--- src/rtl/bin_to_bcd_pkg.sv ---
// Shared constants and FSM state type for the iterative binary-to-BCD converter.
package bin_to_bcd_pkg;

  localparam int unsigned DATA_W   = 32;
  localparam int unsigned DIGITS   = 10;
  localparam int unsigned BCD_W    = 4 * DIGITS + 1;
  localparam int unsigned SIGN_BIT = BCD_W - 1;

  typedef enum logic [1:0] {
    IDLE,
    SHIFT,
    DONE
  } state_t;

endpackage

--- src/rtl/bcd_add3_digit.sv ---
// One double-dabble correction cell: adds 3 to a BCD digit of 5 or more.
module bcd_add3_digit (
  input  logic [3:0] din,
  output logic [3:0] dout
);

  always_comb begin
    dout = (din >= 4'd5) ? din + 4'd3 : din;
  end

endmodule

--- src/rtl/bin_to_bcd.sv ---
// Sequential shift-add-3 converter: two's-complement word in, sign plus packed
// BCD magnitude out, one input bit per clock.
module bin_to_bcd #(
  parameter int unsigned DATA_W = bin_to_bcd_pkg::DATA_W,
  parameter int unsigned DIGITS = bin_to_bcd_pkg::DIGITS,
  parameter int unsigned SIGNED = 1
) (
  input  logic                sys_clk,
  input  logic                sys_rst_n,
  input  logic [DATA_W-1:0]   input_data,
  input  logic                in_valid,
  output logic                in_ready,
  output logic [4*DIGITS:0]   bcds,
  output logic                out_valid
);

  import bin_to_bcd_pkg::*;

  localparam int unsigned CNT_W = (DATA_W > 1) ? $clog2(DATA_W) : 1;
  localparam int unsigned SCR_W = 4 * DIGITS;

  state_t             state, state_nxt;
  logic [DATA_W-1:0]  mag, mag_nxt, in_mag;
  logic [SCR_W-1:0]   scratch, scratch_nxt, adj;
  logic [CNT_W-1:0]   cnt;
  logic               sign_r, in_neg, last_bit;

  always_comb begin
    in_neg = (SIGNED != 0) && input_data[DATA_W-1];
    in_mag = in_neg ? (~input_data + DATA_W'(1)) : input_data;
  end

  for (genvar g = 0; g < DIGITS; g++) begin : g_dig
    bcd_add3_digit u_add3 (
      .din  (scratch[4*g +: 4]),
      .dout (adj[4*g +: 4])
    );
  end

  // Scratch and magnitude shift as one long register so the magnitude MSB
  // feeds the BCD LSB; the top bit falls off and is always 0 after add-3.
  always_comb begin
    {scratch_nxt, mag_nxt} = {adj, mag} << 1;
    last_bit               = (cnt == CNT_W'(DATA_W - 1));
  end

  always_comb begin
    state_nxt = state;
    in_ready  = 1'b0;
    out_valid = 1'b0;
    unique case (state)
      IDLE: begin
        in_ready = 1'b1;
        if (in_valid) state_nxt = SHIFT;
      end
      SHIFT: begin
        if (last_bit) state_nxt = DONE;
      end
      DONE: begin
        out_valid = 1'b1;
        state_nxt = IDLE;
      end
      default: state_nxt = IDLE;
    endcase
  end

  always_ff @(posedge sys_clk or negedge sys_rst_n) begin
    if (!sys_rst_n) state <= IDLE;
    else            state <= state_nxt;
  end

  always_ff @(posedge sys_clk or negedge sys_rst_n) begin
    if (!sys_rst_n) begin
      mag     <= '0;
      scratch <= '0;
      cnt     <= '0;
      sign_r  <= 1'b0;
      bcds    <= '0;
    end else begin
      unique case (state)
        IDLE: begin
          if (in_valid) begin
            mag     <= in_mag;
            scratch <= '0;
            cnt     <= '0;
            sign_r  <= in_neg && (in_mag != '0);
          end
        end
        SHIFT: begin
          mag     <= mag_nxt;
          scratch <= scratch_nxt;
          cnt     <= cnt + CNT_W'(1);
          if (last_bit) bcds <= {sign_r, scratch_nxt};
        end
        default: ;
      endcase
    end
  end

endmodule

--- config.mk ---
export PLATFORM = sky130hd
export DESIGN_NAME = bin_to_bcd
export DESIGN_NICKNAME = d
export VERILOG_FILES = /design/src/rtl/bin_to_bcd_pkg.sv /design/src/rtl/bcd_add3_digit.sv /design/src/rtl/bin_to_bcd.sv
export SDC_FILE = /design/constraint.sdc
export NUM_CORES = 1
export LEC_CHECK = 0
export ABC_CLOCK_PERIOD_IN_PS = 1900
export CAP_MARGIN = 20
export CORE_MARGIN = 2
export CORE_UTILIZATION = 45
export CTS_CLUSTER_SIZE = 14
export DETAILED_ROUTE_END_ITERATION = 8
export HOLD_SLACK_MARGIN = 0.02
export PLACE_DENSITY_LB_ADDON = 0.25
export SETUP_SLACK_MARGIN = 0.15
export SYNTH_ARGS = -nofsm -noshare
export SYNTH_HDL_FRONTEND = slang
export SYNTH_SLANG_ARGS = --single-unit
--- constraint.sdc ---
create_clock -name sys_clk -period 1.9 [get_ports sys_clk]
set_clock_uncertainty 0.05 [all_clocks]
set_input_delay 0.38 -clock sys_clk [delete_from_list [all_inputs] [get_ports sys_clk]]
set_output_delay 0.38 -clock sys_clk [all_outputs]
set_load 0.02 [all_outputs]
==> Implementation_results.wiki, run 1 <==
{| class="wikitable"
! Metric !! Value
|-
| Number of global-route vias before repair || ~6000
|-
| Data arrival, critical path || 2.26 ns
|-
| Clock root buffer || sky130_fd_sc_hd__clkbuf_16
|-
| Chip Height || 124.2 um
|-
| Number of sinks handled by clock tree synthesis || 121
|-
| Maximum vdd drop || just under 0.0008 V
|-
| Number of buffers added by the clock tree synthesis step || 17
|-
| Standard-cell rows || 43
|-
| Via total after detailed routing || slightly above 6000
|-
| Worst slack on hold paths || 0.3560 ns
|-
| Max H-tree Level || 4
|-
| Net count after synthesis || about 750
|-
| Post-synth ARST share || 100.0%
|-
| Area inside the core boundary || ~14000 sq um
|-
| Most used flip-flop cell after synthesis || sky130_fd_sc_hd__dfrtp_1
|-
| Max-slew headroom at the worst pin || 71.56%
|-
| Proportion of total power due to net switching || 37.97%
|-
| Initial antenna violation count || 0
|-
| CTS tree || built
|-
| Effective utilization at floorplan || 46.47%
|-
| Accumulated negative setup slack || -0.2198 ns
|-
| Half-perimeter wire length after detailed placement || 11960 um
|-
| Final clock period utilization by the worst path || 107.2%
|-
| Sequential Power Share || 33.2%
|-
| Critical path data required time || 2.13 ns
|-
| Number of enable-type register cells in the synthesized netlist || 0
|-
| Die outline area || 15420 sq um
|-
| Filler cell count || 1069
|-
| PortBufs || 77
|-
| Internal Pwr Total || 8.613 mW
|-
| Overall track demand over capacity in global routing || 23.75%
|-
| Post-synthesis sequential area ratio || 46.58%
|-
| # Max-Cap Violations || 0
|-
| Leakage power total || 4.436 nW
|-
| Unique masters post-synth || 49
|-
| Largest cells by area after synthesis || sky130_fd_sc_hd__dfrtp_1 47%, sky130_fd_sc_hd__o21ai_0 9.9%, sky130_fd_sc_hd__ha_1 4.4%, sky130_fd_sc_hd__nand2_1 4.0%, sky130_fd_sc_hd__xor2_1 3.4%
|-
| Wire length per cell after detailed routing || 15.99 um
|-
| Unrepaired setup endpoints after global routing || yes
|-
| Portion of synthesized cell area occupied by the leading cell type || roughly 47%
|-
| Share of power burned in the clock network || 24.3%
|-
| Largest net degree at the start of global routing || 48
|-
| Clock transition at the register clock pins on the worst setup and hold paths after CTS || 0.06 ns
|-
| Post-synthesis instance area || 6500 sq um
|-
| Non-filler instance count after layout || 1109
|-
| Violations in the final reports || negative setup slack
|-
| Final GP Congestion || 0.9276
|-
| Deepest clock path buffer count || 2
|-
| Final worst path period need || 2.036 ns
|-
| Wire length of the first global-routing pass || 28830 um
|-
| Final-report setup violation count || 3
|-
| Classification of the worst setup path || in2reg
|-
| Warnings from Yosys || 0
|-
| ANT cells || 0
|-
| I/O pin count || 78
|-
| Length of the first detailed-routing pass in iterations || 5
|-
| Final antenna-violating net count || 0
|-
| Switching power of the nets || 5.272 mW
|-
| Largest fanout on the critical path || 3
|-
| Layout cells sized above 1 || between 30% and 40%
|-
| Least-Margin Pin Slew || roughly 0.43 ns
|-
| Post-detailed-route DRC marker count || 0
|-
| Nature of the critical path endpoint || flip-flop
|-
| DR vias/cell || between 5 and 6
|-
| Area overhead of the layout relative to synthesis || 50.36%
|-
| Sum of routed wire length over all layers || 17740 um
|-
| Power density relative to cell area || 1421 nW/um^2
|-
| Comb power frac || 42.5%
|-
| Result of the run || finished with violations
|-
| Type of the worst min-delay path || in2reg
|-
| Final setup margin || -0.1363 ns
|-
| Gate count after technology mapping || 689
|-
| Global-route congestion overflow total || 0
|-
| Post-synthesis average cell area || around 9.4 sq um
|-
| Number of endpoints with negative hold slack in the final report || 0
|-
| Number of synthesized register bits || 121
|-
| Placed Cells incl. Taps || 1015
|-
| Count of final max-slew check failures || 0
|-
| # nets final || 974
|-
| Dominant cell type by area after synthesis || sky130_fd_sc_hd__dfrtp_1
|-
| Die Width || 124.2 um
|-
| Maximum clock rate || slightly below 500 MHz
|-
| Latest clock arrival within the worst-skew pair || 0.41 ns
|-
| Number of DRC markers after the initial detailed-route iteration || 463
|-
| Worst Setup Start Kind || primary input
|}
-- critical path, stage by stage --
cell and delay (ns):
sky130_fd_sc_hd__buf_8 0.10, sky130_fd_sc_hd__buf_4 0.13, sky130_fd_sc_hd__nor3_2 0.30, sky130_fd_sc_hd__buf_4 0.18, sky130_fd_sc_hd__nand3_1 0.14, sky130_fd_sc_hd__o31ai_2 0.27
sky130_fd_sc_hd__xor2_1 0.28, sky130_fd_sc_hd__nand2_1 0.10, sky130_fd_sc_hd__nor4_2 0.28, sky130_fd_sc_hd__a31oi_1 0.12
-- timing repair --
item                       4_1_cts  5_1_grt
hold buffers                     1        0
gates resized for setup        203       84
setup buffers                   35       26
hold endpoints to repair        29        0
setup endpoints to repair       77       64
pin swaps                       33       39
-- per-layer routing --
metal,up-vias,GRT usage (%),routed length [um]
met3,33,5.174,653
met5,-,0,0
met1,2964,30.53,7747
met2,156,39.92,9030
li1,2949,-,-
met4,0,7.584,306
-- final cells by class --
type	instances	area (sq um)	area share (%)
Clock buffer	17	425.4	4.353
Inverter	23	93.84	0.9602
Sequential cell	121	3029	30.99
Tap cell	180	225.2	2.304
Multi-Input combinational cell	506	3638	37.23
Clock inverter	15	200.2	2.048
Timing Repair Buffer	247	2161	22.11
-- path summary, 6_finish.rpt --
kind,depth (start not counted),end,from,slack (ns)
worst max-delay path,10,sign_r,input_data[2],-0.14
worst min-delay path,4,mag[3],input_data[3],0.36
worst max register to register,6,sign_r,state[1],0.13
worst min register to register,2,bcds[24],bcds[24],0.42
max in group asynchronous,3,mag[15],sys_rst_n,0.80
min in group asynchronous,2,bcds[8],sys_rst_n,0.41
-- layout by cell type (no fill, tap or decap), types with 17 or more instances in the layout --
cell and count:
sky130_fd_sc_hd__buf_4 136, sky130_fd_sc_hd__dfrtp_1 120, sky130_fd_sc_hd__o21ai_0 109, sky130_fd_sc_hd__nand2_1 66
sky130_fd_sc_hd__dlygate4sd2_1 46, sky130_fd_sc_hd__buf_6 34, sky130_fd_sc_hd__nand3_1 33, sky130_fd_sc_hd__a22oi_1 27
sky130_fd_sc_hd__xor2_1 24, sky130_fd_sc_hd__inv_1 19, sky130_fd_sc_hd__nor2_1 18, sky130_fd_sc_hd__o21ai_1 17
sky130_fd_sc_hd__clkbuf_16 17
-- sequential cells by signal (all words and copies together) (netlist names) --
name     count
bcds        41
cnt          5
scratch     40
sign_r       1
mag         32
state        2
-- cells in the mapped netlist (3+ instances only) --
cell / number
sky130_fd_sc_hd__o21ai_0: 129
sky130_fd_sc_hd__dfrtp_1: 121
sky130_fd_sc_hd__nand2_1: 69
sky130_fd_sc_hd__clkbuf_1: 34
sky130_fd_sc_hd__nand3_1: 34
sky130_fd_sc_hd__a22oi_1: 29
sky130_fd_sc_hd__nor2_1: 25
sky130_fd_sc_hd__xor2_1: 25
sky130_fd_sc_hd__ha_1: 23
sky130_fd_sc_hd__inv_1: 23
sky130_fd_sc_hd__a21oi_1: 20
sky130_fd_sc_hd__xnor2_1: 15
sky130_fd_sc_hd__nand2b_1: 14
sky130_fd_sc_hd__nor3_1: 14
sky130_fd_sc_hd__mux2_2: 12
sky130_fd_sc_hd__a31oi_1: 11
sky130_fd_sc_hd__or3b_2: 10
sky130_fd_sc_hd__o31ai_1: 9
sky130_fd_sc_hd__nor3b_1: 8
sky130_fd_sc_hd__nor4_1: 8
sky130_fd_sc_hd__nand4_1: 7
sky130_fd_sc_hd__buf_1: 4
sky130_fd_sc_hd__nor2b_1: 4
sky130_fd_sc_hd__or3_1: 4
sky130_fd_sc_hd__nor3_2: 3
sky130_fd_sc_hd__o41ai_1: 3
sky130_fd_sc_hd__o41ai_2: 3
-- metrics by stage --
| step | total power [mW] | cell area (sq um) | utilization (%) | worst slack, ns |
|---|---|---|---|---|
| 6_report | 13.88 | 9773 | 69.87 | -0.1363 |
| 4_1_cts | 13.54 | 9366 | 66.96 | -0.08438 |
| 5_1_grt | 14.94 | 9773 | 69.87 | -0.2532 |
| 3_5_place_dp | 10.16 | 8323 | 59.50 | -0.9406 |
| 3_3_place_gp | 9.851 | 8323 | 59.50 | -0.8853 |
| 2_1_floorplan | 7.961 | 6579 | - | -0.08486 |
-- power by group through the flow --
stage	registers (mW)	logic [mW]	clock network, mW
6_report	4.60	5.90	3.38
3_5_place_dp	4.57	5.59	0
3_3_place_gp	4.51	5.34	0
4_1_cts	4.55	5.55	3.43
2_1_floorplan	4.77	3.19	0
5_1_grt	4.76	6.63	3.55
-- logic make-up after synthesis --
kind of cell | share of synthesized area [%]
AO/OA/AOI/OAI | 19.62
AND/OR/NAND/NOR | 17.90
flip-flops | 46.58
buffers and inverters | 3.696
XOR/XNOR | 5.390
adder cells (fa/ha/maj) | 4.427
multiplexers | 2.387
No activity file was read; power rests on OpenSTA's default activity.
==> run 2, diff against run 1 <==
CORE_UTILIZATION = 35   (was 45)
==> Implementation_results.wiki, run 2 (synthesis results as in run 1) <==
{| class="wikitable"
! Metric !! Value
|-
| Result of the run || finished with violations
|-
| Violations in the final reports || design-rule violations, negative setup slack
|-
| Comb power frac || 42.2% (-0.3 points)
|-
| Post-detailed-route DRC marker count || 1 (+1)
|-
| Final GP Congestion || 0.8367 (-9.8%)
|-
| DR vias/cell || 5.228 (-5.0%)
|-
| Effective utilization at floorplan || 35.94% (-11 points)
|-
| Proportion of total power due to net switching || 37.14% (-0.83 points)
|-
| Worst slack, placed || -1.022 ns (-0.08091 ns)
|-
| Number of buffers added by the clock tree synthesis step || 17 (unchanged)
|-
| End-of-flow core utilization || 56.72% (-13 points)
|-
| Number of sinks handled by clock tree synthesis || 121 (unchanged)
|-
| Classification of the worst setup path || in2reg
|-
| Area inside the core boundary || 18090 sq um (+29%)
|-
| Via total after detailed routing || 6132 (+0.49%)
|-
| Worst slack on hold paths || 0.3556 ns (-0.0003370 ns)
|-
| # nets final || 989 (+1.5%)
|-
| Least-Margin Pin Slew || 0.3949 ns (-0.03165 ns)
|-
| Maximum clock rate || 499.8 MHz (+1.8%)
|-
| Half-perimeter wire length after detailed placement || 12760 um (+6.6%)
|-
| Cell area after layout || 10260 sq um (+5.0%)
|-
| Die outline area || 19680 sq um (+28%)
|-
| Unrepaired setup endpoints after global routing || yes
|-
| Final-report setup violation count || 2 (-1)
|-
| Die Width || 140.3 um (+13%)
|-
| Leakage power total || 4.609 nW (+3.9%)
|-
| Met2 Track Usage GR || 32.89% (-7.0 points)
|-
| Biggest register || bcds
|-
| Post-route total power || 14.38 mW (+3.6%)
|-
| Share of power burned in the clock network || 25.6% (+1.3 points)
|-
| Global-route congestion overflow total || 0 (unchanged)
|-
| Max-slew headroom at the worst pin || 72.92% (+1.4 points)
|-
| Filler cell count || 1556 (+46%)
|-
| CTS tree || built
|-
| Met3 usage || 4.274% (-0.90 points)
|-
| Switching power of the nets || 5.340 mW (+1.3%)
|-
| Length of the first detailed-routing pass in iterations || 6 (+1)
|-
| Critical path data required time || 2.14 ns (about the same)
|-
| Sum of routed wire length over all layers || 18810 um (+6.1%)
|-
| Routing usage on met1 || 23.72% (-6.8 points)
|-
| Standard-cell rows || 49 (+14%)
|-
| Registers with the highest flip-flop counts || bcds (41), scratch (40), mag (32)
|-
| Number of global-route vias before repair || 6203 (+3.7%)
|-
| Final clock period utilization by the worst path || 105.3% (-1.9 points)
|-
| Clock transition at the register clock pins on the worst setup and hold paths after CTS || 0.05 ns (about the same)
|-
| Data arrival, critical path || 2.24 ns (-0.02 ns)
|-
| Type of the worst min-delay path || in2reg
|-
| Wire length of the first global-routing pass || 30050 um (+4.2%)
|-
| # Max-Cap Violations || 0 (unchanged)
|-
| Maximum vdd drop || 0.0006367 V (-20%)
|-
| Most common cell after layout, fill and taps aside || sky130_fd_sc_hd__buf_4
|-
| Largest net degree at the start of global routing || 45 (-6.3%)
|-
| Layout cells sized above 1 || 38.03% (+2.3 points)
|-
| Wire length per cell after detailed routing || 16.04 um (+0.27%)
|-
| Internal Pwr Total || 9.040 mW (+5.0%)
|-
| Most used cells in the layout excluding fill and tap cells || 139 x sky130_fd_sc_hd__buf_4, 120 x sky130_fd_sc_hd__dfrtp_1, 114 x sky130_fd_sc_hd__o21ai_0
|-
| Deepest clock path buffer count || 2 (unchanged)
|-
| Count of final max-slew check failures || 0 (unchanged)
|-
| Largest fanout on the critical path || 3 (unchanged)
|-
| Number of DRC markers after the initial detailed-route iteration || 256 (-45%)
|-
| Chip Height || 140.3 um (+13%)
|-
| PortBufs || 77 (unchanged)
|-
| Placed Area || 8487 sq um (+2.0%)
|-
| Max H-tree Level || 4 (unchanged)
|-
| Most used routing layer in global routing || met2
|-
| Nature of the critical path endpoint || flip-flop
|-
| Overall track demand over capacity in global routing || 18.85% (-4.9 points)
|-
| Final worst path period need || 2.001 ns (-0.03551 ns)
|-
| Number of endpoints with negative hold slack in the final report || 0 (unchanged)
|-
| Power density relative to cell area || 1402 nW/um^2 (-1.3%)
|-
| Area overhead of the layout relative to synthesis || 57.83%
|-
| I/O pin count || 78 (unchanged)
|-
| Sequential Power Share || 32.2% (-1.0 points)
|-
| Latest clock arrival within the worst-skew pair || 0.42 ns (about the same)
|-
| Clock root buffer || sky130_fd_sc_hd__clkbuf_16
|-
| Worst Setup Start Kind || primary input
|-
| ANT cells || 0 (unchanged)
|-
| Final antenna-violating net count || 0 (unchanged)
|-
| Flip-flop count of the largest register, all copies and words added || 41 (unchanged)
|-
| Final setup margin || -0.1008 ns (+0.03551 ns)
|-
| Initial antenna violation count || 0 (unchanged)
|}
## run 2: cell count changes in the layout (fill, tap and decap cells not counted), sizes merged
cell | previous run | this run
inv | 25 | 22
dlymetal6s2s | 1 | 0
buf | 190 | 207
bufinv | 4 | 6
dlygate4sd2 | 46 | 48
clkinv | 5 | 4
clkbuf | 20 | 19
## run 2: critical path: stages
cell                      delay, ns
sky130_fd_sc_hd__buf_8         0.10
sky130_fd_sc_hd__nor4_4        0.32
sky130_fd_sc_hd__buf_4         0.19
sky130_fd_sc_hd__buf_6         0.10
sky130_fd_sc_hd__nand4_1       0.14
sky130_fd_sc_hd__o31ai_2       0.26
sky130_fd_sc_hd__xor2_1        0.28
sky130_fd_sc_hd__nand2_1       0.12
sky130_fd_sc_hd__nor4_2        0.26
sky130_fd_sc_hd__a31oi_1       0.10
## run 2: worst paths after layout
| path | from | endpoint | slack [ns] | depth (start not counted) |
|---|---|---|---|---|
| hold / removal | input_data[5] | mag[5] | 0.36 | 4 |
| setup reg to reg | cnt[0] | bcds[15] | 0.13 | 8 |
| hold reg to reg | bcds[21] | bcds[21] | 0.42 | 2 |
| max in group asynchronous | sys_rst_n | scratch[18] | 0.84 | 3 |
| min in group asynchronous | sys_rst_n | scratch[7] | 0.39 | 2 |
| setup / recovery | input_data[7] | sign_r | -0.10 | 10 |
## run 2: what timing repair did
action,4_1_cts,5_1_grt
cloned,1,0
endpoints found under the hold margin,25,0
hold buffers,1,0
buffers inserted,47,20
pin swaps,40,49
endpoints found under the setup margin,106,58
resized for setup,219,114
## run 2: through the flow
stage	instances	TNS, ns
floorplan	689	-0.08486
global placement	1072	-14.37
detailed placement	1072	-15.82
CTS	1153	-0.07435
global route	1173	-0.2580
finish	1173	-0.1059
## run 2: layout make-up
class | count | area, sq um | area share, %
tap | 229 | 286.5 | 2.793
clock buffer | 19 | 452.9 | 4.415
sequential | 121 | 3029 | 29.53
multi-input combinational | 506 | 3804 | 37.08
inverter | 23 | 92.59 | 0.9025
timing repair buffer | 262 | 2371 | 23.11
clock inverter | 13 | 222.7 | 2.171
## run 2: routing by layer
metal | up-vias | wire (um)
met1 | 2987 | 8459
met4 | 0 | 314
met2 | 150 | 9396
met5 | - | 0
met3 | 29 | 643
li1 | 2966 | -
## run 2: power groups by stage
stage	sequential (mW)	clock [mW]	combinational [mW]
5_1_grt	4.80	3.86	6.70
4_1_cts	4.55	3.71	5.67
2_1_floorplan	4.77	0	3.19
6_report	4.64	3.67	6.07
3_3_place_gp	4.52	0	5.42
3_5_place_dp	4.60	0	5.64
